===== src/rtl/vga_pkg.sv =====
`default_nettype none
// ============================================================================
// Module      : vga_pkg
// Description : Shared VGA mode-timing types, standard modes and helpers.
// Revision    : 1.0 - initial release
// ============================================================================
package vga_pkg;

    localparam int C_COORD_W = 12;

    typedef logic [C_COORD_W-1:0] coord_t;

    typedef struct packed {
        coord_t active;
        coord_t front;
        coord_t sync;
        coord_t back;
    } axis_timing_t;

    typedef struct packed {
        axis_timing_t h;
        axis_timing_t v;
    } mode_timing_t;

    // Request flags carried down the pixel-data delay line
    typedef struct packed {
        logic active;
        logic hsync;
        logic vsync;
    } pipe_bits_t;

    localparam mode_timing_t C_MODE_1024X600_50M = '{
        h: '{active: 12'd1024, front: 12'd80, sync: 12'd120, back: 12'd122},
        v: '{active: 12'd600,  front: 12'd34, sync: 12'd6,   back: 12'd26}
    };

    localparam mode_timing_t C_MODE_640X480_25M = '{
        h: '{active: 12'd640, front: 12'd16, sync: 12'd96, back: 12'd48},
        v: '{active: 12'd480, front: 12'd10, sync: 12'd2,  back: 12'd33}
    };

    function automatic coord_t axis_total(input axis_timing_t t);
        return t.active + t.front + t.sync + t.back;
    endfunction

endpackage
`default_nettype wire


===== src/rtl/vga_timing_gen_if.sv =====
`default_nettype none
// ============================================================================
// Module      : vga_timing_gen_if
// Description : Pixel request / DAC bundle between source, generator and pins.
// Revision    : 1.0 - initial release
// ============================================================================
interface vga_timing_gen_if #(
    parameter int R_W = 3,
    parameter int G_W = 3,
    parameter int B_W = 2
);
    logic                     pix_en;
    logic [11:0]              x;
    logic [11:0]              y;
    logic                     req_active;
    logic                     line_start;
    logic                     frame_start;
    logic [R_W+G_W+B_W-1:0]   rgb_in;
    logic [R_W-1:0]           red;
    logic [G_W-1:0]           green;
    logic [B_W-1:0]           blue;
    logic                     hsync;
    logic                     vsync;
    logic                     de;

    modport master (
        input  pix_en, rgb_in,
        output x, y, req_active, line_start, frame_start,
               red, green, blue, hsync, vsync, de
    );

    modport slave (
        output pix_en, rgb_in,
        input  x, y, req_active, line_start, frame_start,
               red, green, blue, hsync, vsync, de
    );
endinterface
`default_nettype wire


===== src/rtl/vga_axis_counter.sv =====
`default_nettype none
// ============================================================================
// Module      : vga_axis_counter
// Description : Wrapping raster counter for one axis with active/sync flags.
// Revision    : 1.0 - initial release
// ============================================================================
module vga_axis_counter
    import vga_pkg::*;
#(
    parameter int ACTIVE = 1024,
    parameter int FRONT  = 80,
    parameter int SYNC   = 120,
    parameter int BACK   = 122
) (
    input  logic   clk,
    input  logic   rst,
    input  logic   i_en,
    output coord_t o_count,
    output logic   o_active,
    output logic   o_sync,
    output logic   o_wrap
);
    localparam axis_timing_t C_TIMING = '{
        active: 12'(ACTIVE), front: 12'(FRONT), sync: 12'(SYNC), back: 12'(BACK)
    };
    localparam coord_t C_LAST       = axis_total(C_TIMING) - 12'd1;
    localparam coord_t C_ACTIVE     = 12'(ACTIVE);
    localparam coord_t C_SYNC_START = 12'(ACTIVE + FRONT);
    localparam coord_t C_SYNC_END   = 12'(ACTIVE + FRONT + SYNC);

    coord_t r_count;

    assign o_wrap   = i_en && (r_count == C_LAST);
    assign o_count  = r_count;
    assign o_active = (r_count < C_ACTIVE);
    assign o_sync   = (r_count >= C_SYNC_START) && (r_count < C_SYNC_END);

    // Reset parks on the last position so the first enabled slot is 0
    always_ff @(posedge clk) begin
        if (rst) begin
            r_count <= C_LAST;
        end else if (i_en) begin
            r_count <= o_wrap ? '0 : r_count + 12'd1;
        end
    end
endmodule
`default_nettype wire


===== src/rtl/vga_timing_gen.sv =====
`default_nettype none
// ============================================================================
// Module      : vga_timing_gen
// Description : Parametrised VGA raster generator with aligned RGB/sync/de.
// Revision    : 1.0 - initial release
// ============================================================================
module vga_timing_gen
    import vga_pkg::*;
#(
    parameter int H_ACTIVE  = 1024,
    parameter int H_FRONT   = 80,
    parameter int H_SYNC    = 120,
    parameter int H_BACK    = 122,
    parameter int V_ACTIVE  = 600,
    parameter int V_FRONT   = 34,
    parameter int V_SYNC    = 6,
    parameter int V_BACK    = 26,
    parameter bit HSYNC_POL = 1'b0,
    parameter bit VSYNC_POL = 1'b0,
    parameter int PIPE      = 2,
    parameter int R_W       = 3,
    parameter int G_W       = 3,
    parameter int B_W       = 2
) (
    input  logic                   clk,
    input  logic                   rst,
    vga_timing_gen_if.master       vga_bus
);
    localparam int C_RGB_W = R_W + G_W + B_W;

    coord_t     w_h;
    coord_t     w_v;
    logic       w_h_active;
    logic       w_h_sync;
    logic       w_h_wrap;
    logic       w_v_active;
    logic       w_v_sync;
    logic       w_v_wrap_unused;
    pipe_bits_t w_req;
    pipe_bits_t w_last;

    pipe_bits_t         r_pipe [PIPE];
    logic               r_de;
    logic               r_hsync;
    logic               r_vsync;
    logic [C_RGB_W-1:0] r_rgb;

    vga_axis_counter #(
        .ACTIVE (H_ACTIVE),
        .FRONT  (H_FRONT),
        .SYNC   (H_SYNC),
        .BACK   (H_BACK)
    ) u_h_counter (
        .clk      (clk),
        .rst      (rst),
        .i_en     (vga_bus.pix_en),
        .o_count  (w_h),
        .o_active (w_h_active),
        .o_sync   (w_h_sync),
        .o_wrap   (w_h_wrap)
    );

    vga_axis_counter #(
        .ACTIVE (V_ACTIVE),
        .FRONT  (V_FRONT),
        .SYNC   (V_SYNC),
        .BACK   (V_BACK)
    ) u_v_counter (
        .clk      (clk),
        .rst      (rst),
        .i_en     (w_h_wrap),
        .o_count  (w_v),
        .o_active (w_v_active),
        .o_sync   (w_v_sync),
        .o_wrap   (w_v_wrap_unused)
    );

    assign w_req.active = w_h_active && w_v_active;
    assign w_req.hsync  = w_h_sync;
    assign w_req.vsync  = w_v_sync;
    assign w_last       = r_pipe[PIPE-1];

    // Delay line matches the upstream source's PIPE-slot pixel latency
    always_ff @(posedge clk) begin
        if (rst) begin
            for (int i = 0; i < PIPE; i++) begin
                r_pipe[i] <= '0;
            end
        end else if (vga_bus.pix_en) begin
            r_pipe[0] <= w_req;
            for (int i = 1; i < PIPE; i++) begin
                r_pipe[i] <= r_pipe[i-1];
            end
        end
    end

    always_ff @(posedge clk) begin
        if (rst) begin
            r_de    <= 1'b0;
            r_hsync <= ~HSYNC_POL;
            r_vsync <= ~VSYNC_POL;
            r_rgb   <= '0;
        end else if (vga_bus.pix_en) begin
            r_de    <= w_last.active;
            r_hsync <= w_last.hsync ? HSYNC_POL : ~HSYNC_POL;
            r_vsync <= w_last.vsync ? VSYNC_POL : ~VSYNC_POL;
            r_rgb   <= w_last.active ? vga_bus.rgb_in : '0;
        end
    end

    assign vga_bus.x           = w_h;
    assign vga_bus.y           = w_v;
    assign vga_bus.req_active  = w_req.active;
    assign vga_bus.line_start  = (w_h == '0) && w_v_active;
    assign vga_bus.frame_start = (w_h == '0) && (w_v == '0);
    assign vga_bus.red         = r_rgb[R_W-1:0];
    assign vga_bus.green       = r_rgb[R_W+G_W-1:R_W];
    assign vga_bus.blue        = r_rgb[C_RGB_W-1:R_W+G_W];
    assign vga_bus.hsync       = r_hsync;
    assign vga_bus.vsync       = r_vsync;
    assign vga_bus.de          = r_de;
endmodule
`default_nettype wire


===== src/flat_wrapper.sv =====
// flat-port wrapper written by rule: the top's interface ports become plain ports
module vga_timing_gen_flat import vga_pkg::*;
#(
    parameter int H_ACTIVE  = 1024,
    parameter int H_FRONT   = 80,
    parameter int H_SYNC    = 120,
    parameter int H_BACK    = 122,
    parameter int V_ACTIVE  = 600,
    parameter int V_FRONT   = 34,
    parameter int V_SYNC    = 6,
    parameter int V_BACK    = 26,
    parameter bit HSYNC_POL = 1'b0,
    parameter bit VSYNC_POL = 1'b0,
    parameter int PIPE      = 2,
    parameter int R_W       = 3,
    parameter int G_W       = 3,
    parameter int B_W       = 2
)
  (clk, rst, vga_bus_pix_en, vga_bus_rgb_in, vga_bus_x, vga_bus_y, vga_bus_req_active, vga_bus_line_start, vga_bus_frame_start, vga_bus_red, vga_bus_green, vga_bus_blue, vga_bus_hsync, vga_bus_vsync, vga_bus_de);
  vga_timing_gen_if #(.R_W(R_W), .G_W(G_W), .B_W(B_W)) vga_bus_i ();
  input  logic clk;
  input  logic rst;
  input wire logic [$bits(vga_bus_i.pix_en)-1:0] vga_bus_pix_en;
  input wire logic [$bits(vga_bus_i.rgb_in)-1:0] vga_bus_rgb_in;
  output wire logic [$bits(vga_bus_i.x)-1:0] vga_bus_x;
  output wire logic [$bits(vga_bus_i.y)-1:0] vga_bus_y;
  output wire logic [$bits(vga_bus_i.req_active)-1:0] vga_bus_req_active;
  output wire logic [$bits(vga_bus_i.line_start)-1:0] vga_bus_line_start;
  output wire logic [$bits(vga_bus_i.frame_start)-1:0] vga_bus_frame_start;
  output wire logic [$bits(vga_bus_i.red)-1:0] vga_bus_red;
  output wire logic [$bits(vga_bus_i.green)-1:0] vga_bus_green;
  output wire logic [$bits(vga_bus_i.blue)-1:0] vga_bus_blue;
  output wire logic [$bits(vga_bus_i.hsync)-1:0] vga_bus_hsync;
  output wire logic [$bits(vga_bus_i.vsync)-1:0] vga_bus_vsync;
  output wire logic [$bits(vga_bus_i.de)-1:0] vga_bus_de;
  assign vga_bus_i.pix_en = vga_bus_pix_en;
  assign vga_bus_i.rgb_in = vga_bus_rgb_in;
  assign vga_bus_x = vga_bus_i.x;
  assign vga_bus_y = vga_bus_i.y;
  assign vga_bus_req_active = vga_bus_i.req_active;
  assign vga_bus_line_start = vga_bus_i.line_start;
  assign vga_bus_frame_start = vga_bus_i.frame_start;
  assign vga_bus_red = vga_bus_i.red;
  assign vga_bus_green = vga_bus_i.green;
  assign vga_bus_blue = vga_bus_i.blue;
  assign vga_bus_hsync = vga_bus_i.hsync;
  assign vga_bus_vsync = vga_bus_i.vsync;
  assign vga_bus_de = vga_bus_i.de;
  vga_timing_gen #(.H_ACTIVE(H_ACTIVE), .H_FRONT(H_FRONT), .H_SYNC(H_SYNC), .H_BACK(H_BACK), .V_ACTIVE(V_ACTIVE), .V_FRONT(V_FRONT), .V_SYNC(V_SYNC), .V_BACK(V_BACK), .HSYNC_POL(HSYNC_POL), .VSYNC_POL(VSYNC_POL), .PIPE(PIPE), .R_W(R_W), .G_W(G_W), .B_W(B_W)) u_core (.clk(clk), .rst(rst), .vga_bus(vga_bus_i));
endmodule

===== config.mk =====
export PLATFORM = sky130hd
export DESIGN_NAME = vga_timing_gen_flat
export DESIGN_NICKNAME = d
export VERILOG_FILES = /design/src/rtl/vga_pkg.sv /design/src/rtl/vga_timing_gen_if.sv /design/src/rtl/vga_axis_counter.sv /design/src/rtl/vga_timing_gen.sv /design/src/flat_wrapper.sv
export SDC_FILE = /design/constraint.sdc
export NUM_CORES = 1
export LEC_CHECK = 0
export CORE_ASPECT_RATIO = 1.4
export CORE_MARGIN = 2
export CORE_UTILIZATION = 46
export CTS_BUF_LIST = sky130_fd_sc_hd__clkbuf_4 sky130_fd_sc_hd__clkbuf_8
export DETAILED_ROUTE_END_ITERATION = 10
export GPL_TIMING_DRIVEN = 1
export HOLD_SLACK_MARGIN = 0.1
export PLACE_DENSITY = 0.78
export SYNTH_ARGS = -nofsm -noshare
export SYNTH_HDL_FRONTEND = slang
export SYNTH_SLANG_ARGS = --single-unit

===== constraint.sdc =====
create_clock -name clk -period 2.02 [get_ports clk]
set_input_delay 0.505 -clock clk [delete_from_list [all_inputs] [get_ports clk]]
set_output_delay 0.505 -clock clk [all_outputs]
set_load 0.005 [all_outputs]

==> results.sh <==
export IMPL_status="finished, violations left"
export IMPL_violations="negative setup slack"
export IMPL_slew_violations=0
export IMPL_drc=0
export IMPL_gp_congestion=0.898
export IMPL_crit_required_ns=1.51
export IMPL_startpoint="u_core.u_h_counter.o_count[10]$_SDFFE_PP1P_"
export IMPL_ys_warn_count=0
export IMPL_hpwl_um=4190
export IMPL_cts_tree="built"
export IMPL_die_w_um=59.9
export IMPL_antenna_found_initial=0
export IMPL_crit_slowest_cell="or4_4"
export IMPL_finalSetupViolations=3
export IMPL_total_power_mw=2.16
export IMPL_cp_start_kind="register"
export IMPL_synth_ff_type="dfxtp_1"
export IMPL_dr_pass1_iters=5
export IMPL_synth_seq_area_share_pct=43.7
export IMPL_fin_crit_ns=2.39
export IMPL_ant_nets=0
export IMPL_max_stage_delay_ns=0.53
export IMPL_grt_remaining_overflow=0
export IMPL_core_area_um2=4200
export IMPL_crit_top_cell="or4_4"
export IMPL_setup_worst_path_class="reg2out"
export IMPL_netlist_area_um2=2010
export IMPL_synth_ff_latch_count=41
export IMPL_async_flop_share_pct=0
export IMPL_clk_latency_ns=0.30
export IMPL_clkTransAtPathRegs_ns=0.08
export IMPL_ir_drop_v=0.000505
export IMPL_hold_violations=0
export IMPL_area_growth_pct=48.1
export IMPL_vias=2157
export IMPL_syn_nets=249
export IMPL_track_usage_pct=24.6
export IMPL_htree_num_levels=2
export IMPL_numClockSinks=41
export IMPL_clockRootBuffer="clkbuf_8"
export IMPL_hold_buffers=0
export IMPL_synth_distinct_cells=46
export IMPL_grt_pass1_wl_um=8970
export IMPL_holdWs_ns=0.482
export IMPL_max_freq_mhz=419
export IMPL_crit_end="vga_bus_frame_start"
export IMPL_clockBufferDepth=2
export IMPL_start_util_pct=47.9
export IMPL_synth_edf_count=6
export IMPL_rsz0062_at_grt="true"
export IMPL_routed_wl_um=5850
export IMPL_worstHoldPathCells=2
export IMPL_avgRoutedWirePerCell_um=15.9
export IMPL_layout_drive_gt1_share_pct=21.4
export IMPL_setup_tns_final_ns=-0.810
export IMPL_timing_rr_end="u_core.u_v_counter.o_count[3]$_SDFFE_PP1N_"
export IMPL_hp_class="reg2reg"
export IMPL_io_pins=49
export IMPL_tightest_slew_ns=0.391
export IMPL_die_area_um2=4930
export IMPL_finalNetCount=338
export IMPL_worstReg2RegStart="u_core.u_h_counter.o_count[3]$_SDFFE_PP0P_"
export IMPL_end_kind="output port"
export IMPL_power_leakage_nw=1.23
export IMPL_cts_made_buffers=5
export IMPL_syn_area_per_cell_um2=8.68
export IMPL_row_count=28
export IMPL_worst_r2r_setup_slack_ns=0.05
export IMPL_finClkSkew_ns=0.00770
export IMPL_fp_dieH_um=82.3
export IMPL_setup_ws_ns=-0.365
export IMPL_grt_start_max_net_pins=27
export IMPL_grt_pass1_vias=1991
export IMPL_routed_via_density=5.88
export IMPL_path_max_fanout=2
export IMPL_diodes=0
export IMPL_ff2ff_path_depth=5
export IMPL_period_share_pct=118
export IMPL_worstPathCellList="or4_4 > or4_4 > nor4_4 > buf_2"
export IMPL_max_cap_viol_count=0
export IMPL_postSynthCellCount=232
export IMPL_port_buffers=48
export IMPL_power_density_nw_per_um2=725
export IMPL_drtIter0Drc=104
export IMPL_slew_headroom_pct=73.9
export IMPL_crit_arrival_ns=1.88
export IMPL_final_cell_mix="clkdlybuf4s50_1, buf_4, dfxtp_1"
## flip-flops by register name, indices dropped and copies added, names as in the netlist
| name | count |
|---|---|
| u_core.r_pipe | 6 |
| u_core.u_h_counter.o_count | 12 |
| u_core.vga_bus.hsync | 1 |
| u_core.u_v_counter.o_count | 12 |
| u_core.vga_bus.vsync | 1 |
| u_core.vga_bus.de | 1 |
| u_core.r_rgb | 8 |
## per-stage QoR
| stage | cells | setup WS, ns | instance area, um^2 | util (%) |
|---|---|---|---|---|
| floorplan | 232 | 0.0449 | 2040 | - |
| CTS | 366 | -0.358 | 2970 | 70.7 |
| global placement | 358 | -0.401 | 2870 | 68.3 |
| detailed placement | 358 | -0.418 | 2870 | 68.3 |
| finish | 367 | -0.365 | 2980 | 71.0 |
| global route | 367 | -0.419 | 2980 | 71.0 |
## how the worst min path moves through the flow
stage / from / end / slack [ns]
floorplan: u_core.vga_bus.hsync$_SDFFE_PP1P_ / u_core.vga_bus.hsync$_SDFFE_PP1P_ / 0.47
global placement: u_core.vga_bus.vsync$_SDFFE_PP1P_ / u_core.vga_bus.vsync$_SDFFE_PP1P_ / 0.46
detailed placement: u_core.vga_bus.vsync$_SDFFE_PP1P_ / u_core.vga_bus.vsync$_SDFFE_PP1P_ / 0.46
CTS: u_core.vga_bus.vsync$_SDFFE_PP1P_ / u_core.vga_bus.vsync$_SDFFE_PP1P_ / 0.49
global route: u_core.vga_bus.hsync$_SDFFE_PP1P_ / u_core.vga_bus.hsync$_SDFFE_PP1P_ / 0.50
finish: u_core.vga_bus.vsync$_SDFFE_PP1P_ / u_core.vga_bus.vsync$_SDFFE_PP1P_ / 0.48
## synthesized netlist by cell type (3+ instances only)
cell       n  area (um^2)
dfxtp_1   35          701
o211ai_1   3         22.5
inv_1     12         45.0
a22oi_1    8         60.1
edfxtp_1   6          180
and3_1     7         43.8
nand4_1    7         43.8
ha_1       6         75.1
nand3_1   10         50.1
nor2b_1    4         25.0
nor4_1     4         25.0
a21oi_1   11         55.1
clkbuf_1  10         37.5
xnor2_1    4         35.0
a32o_1     4         40.0
nand2_1   16         60.1
o21ai_0   11         55.1
nor3_1     8         40.0
nor2_1    31          116
## power by group
part / switching [mW] / internal, mW
clock network: 0.288 / 0.380
logic: 0.299 / 0.289
registers: 0.0325 / 0.875
## area by class of cell
class | instances | area [um^2]
Fill cell | 334 | 1220
Clock buffer | 6 | 76.3
Tap cell | 45 | 56.3
Sequential cell | 41 | 882
Inverter | 12 | 45.0
Clock inverter | 2 | 35.0
Timing Repair Buffer | 96 | 846
Multi-Input combinational cell | 165 | 1040
## repair_timing
| item | CTS | global route |
|---|---|---|
| resized for setup | 10 | 4 |
| setup buffers | 0 | 1 |
| gates cloned | 0 | 0 |
| endpoints found under the setup margin | 3 | 4 |
| pin swaps | 0 | 4 |
## routing by layer
layer | track usage (%) | wire, um | vias up
met4 | 13.6 | 177 | 0
met5 | 0 | 0 | -
met2 | 43.6 | 3100 | 77
li1 | - | - | 1024
met1 | 27.4 | 2290 | 1038
met3 | 3.89 | 280 | 18
## worst max-delay path: cells and delay by family, from the launching register on
family,cells,cell delay [ns]
flops,1,0.33
simple gates,3,1.11
buf+inv,1,0.14
## cells by family after synthesis
family	Yosys count	synth area share, %
buf+inv	26	5.65
simple gates	102	26.6
xor+xnor	6	2.61
flops	41	43.7
compound gates	51	17.6
fa+ha+maj	6	3.73
Power figures use the tool's default switching activity.
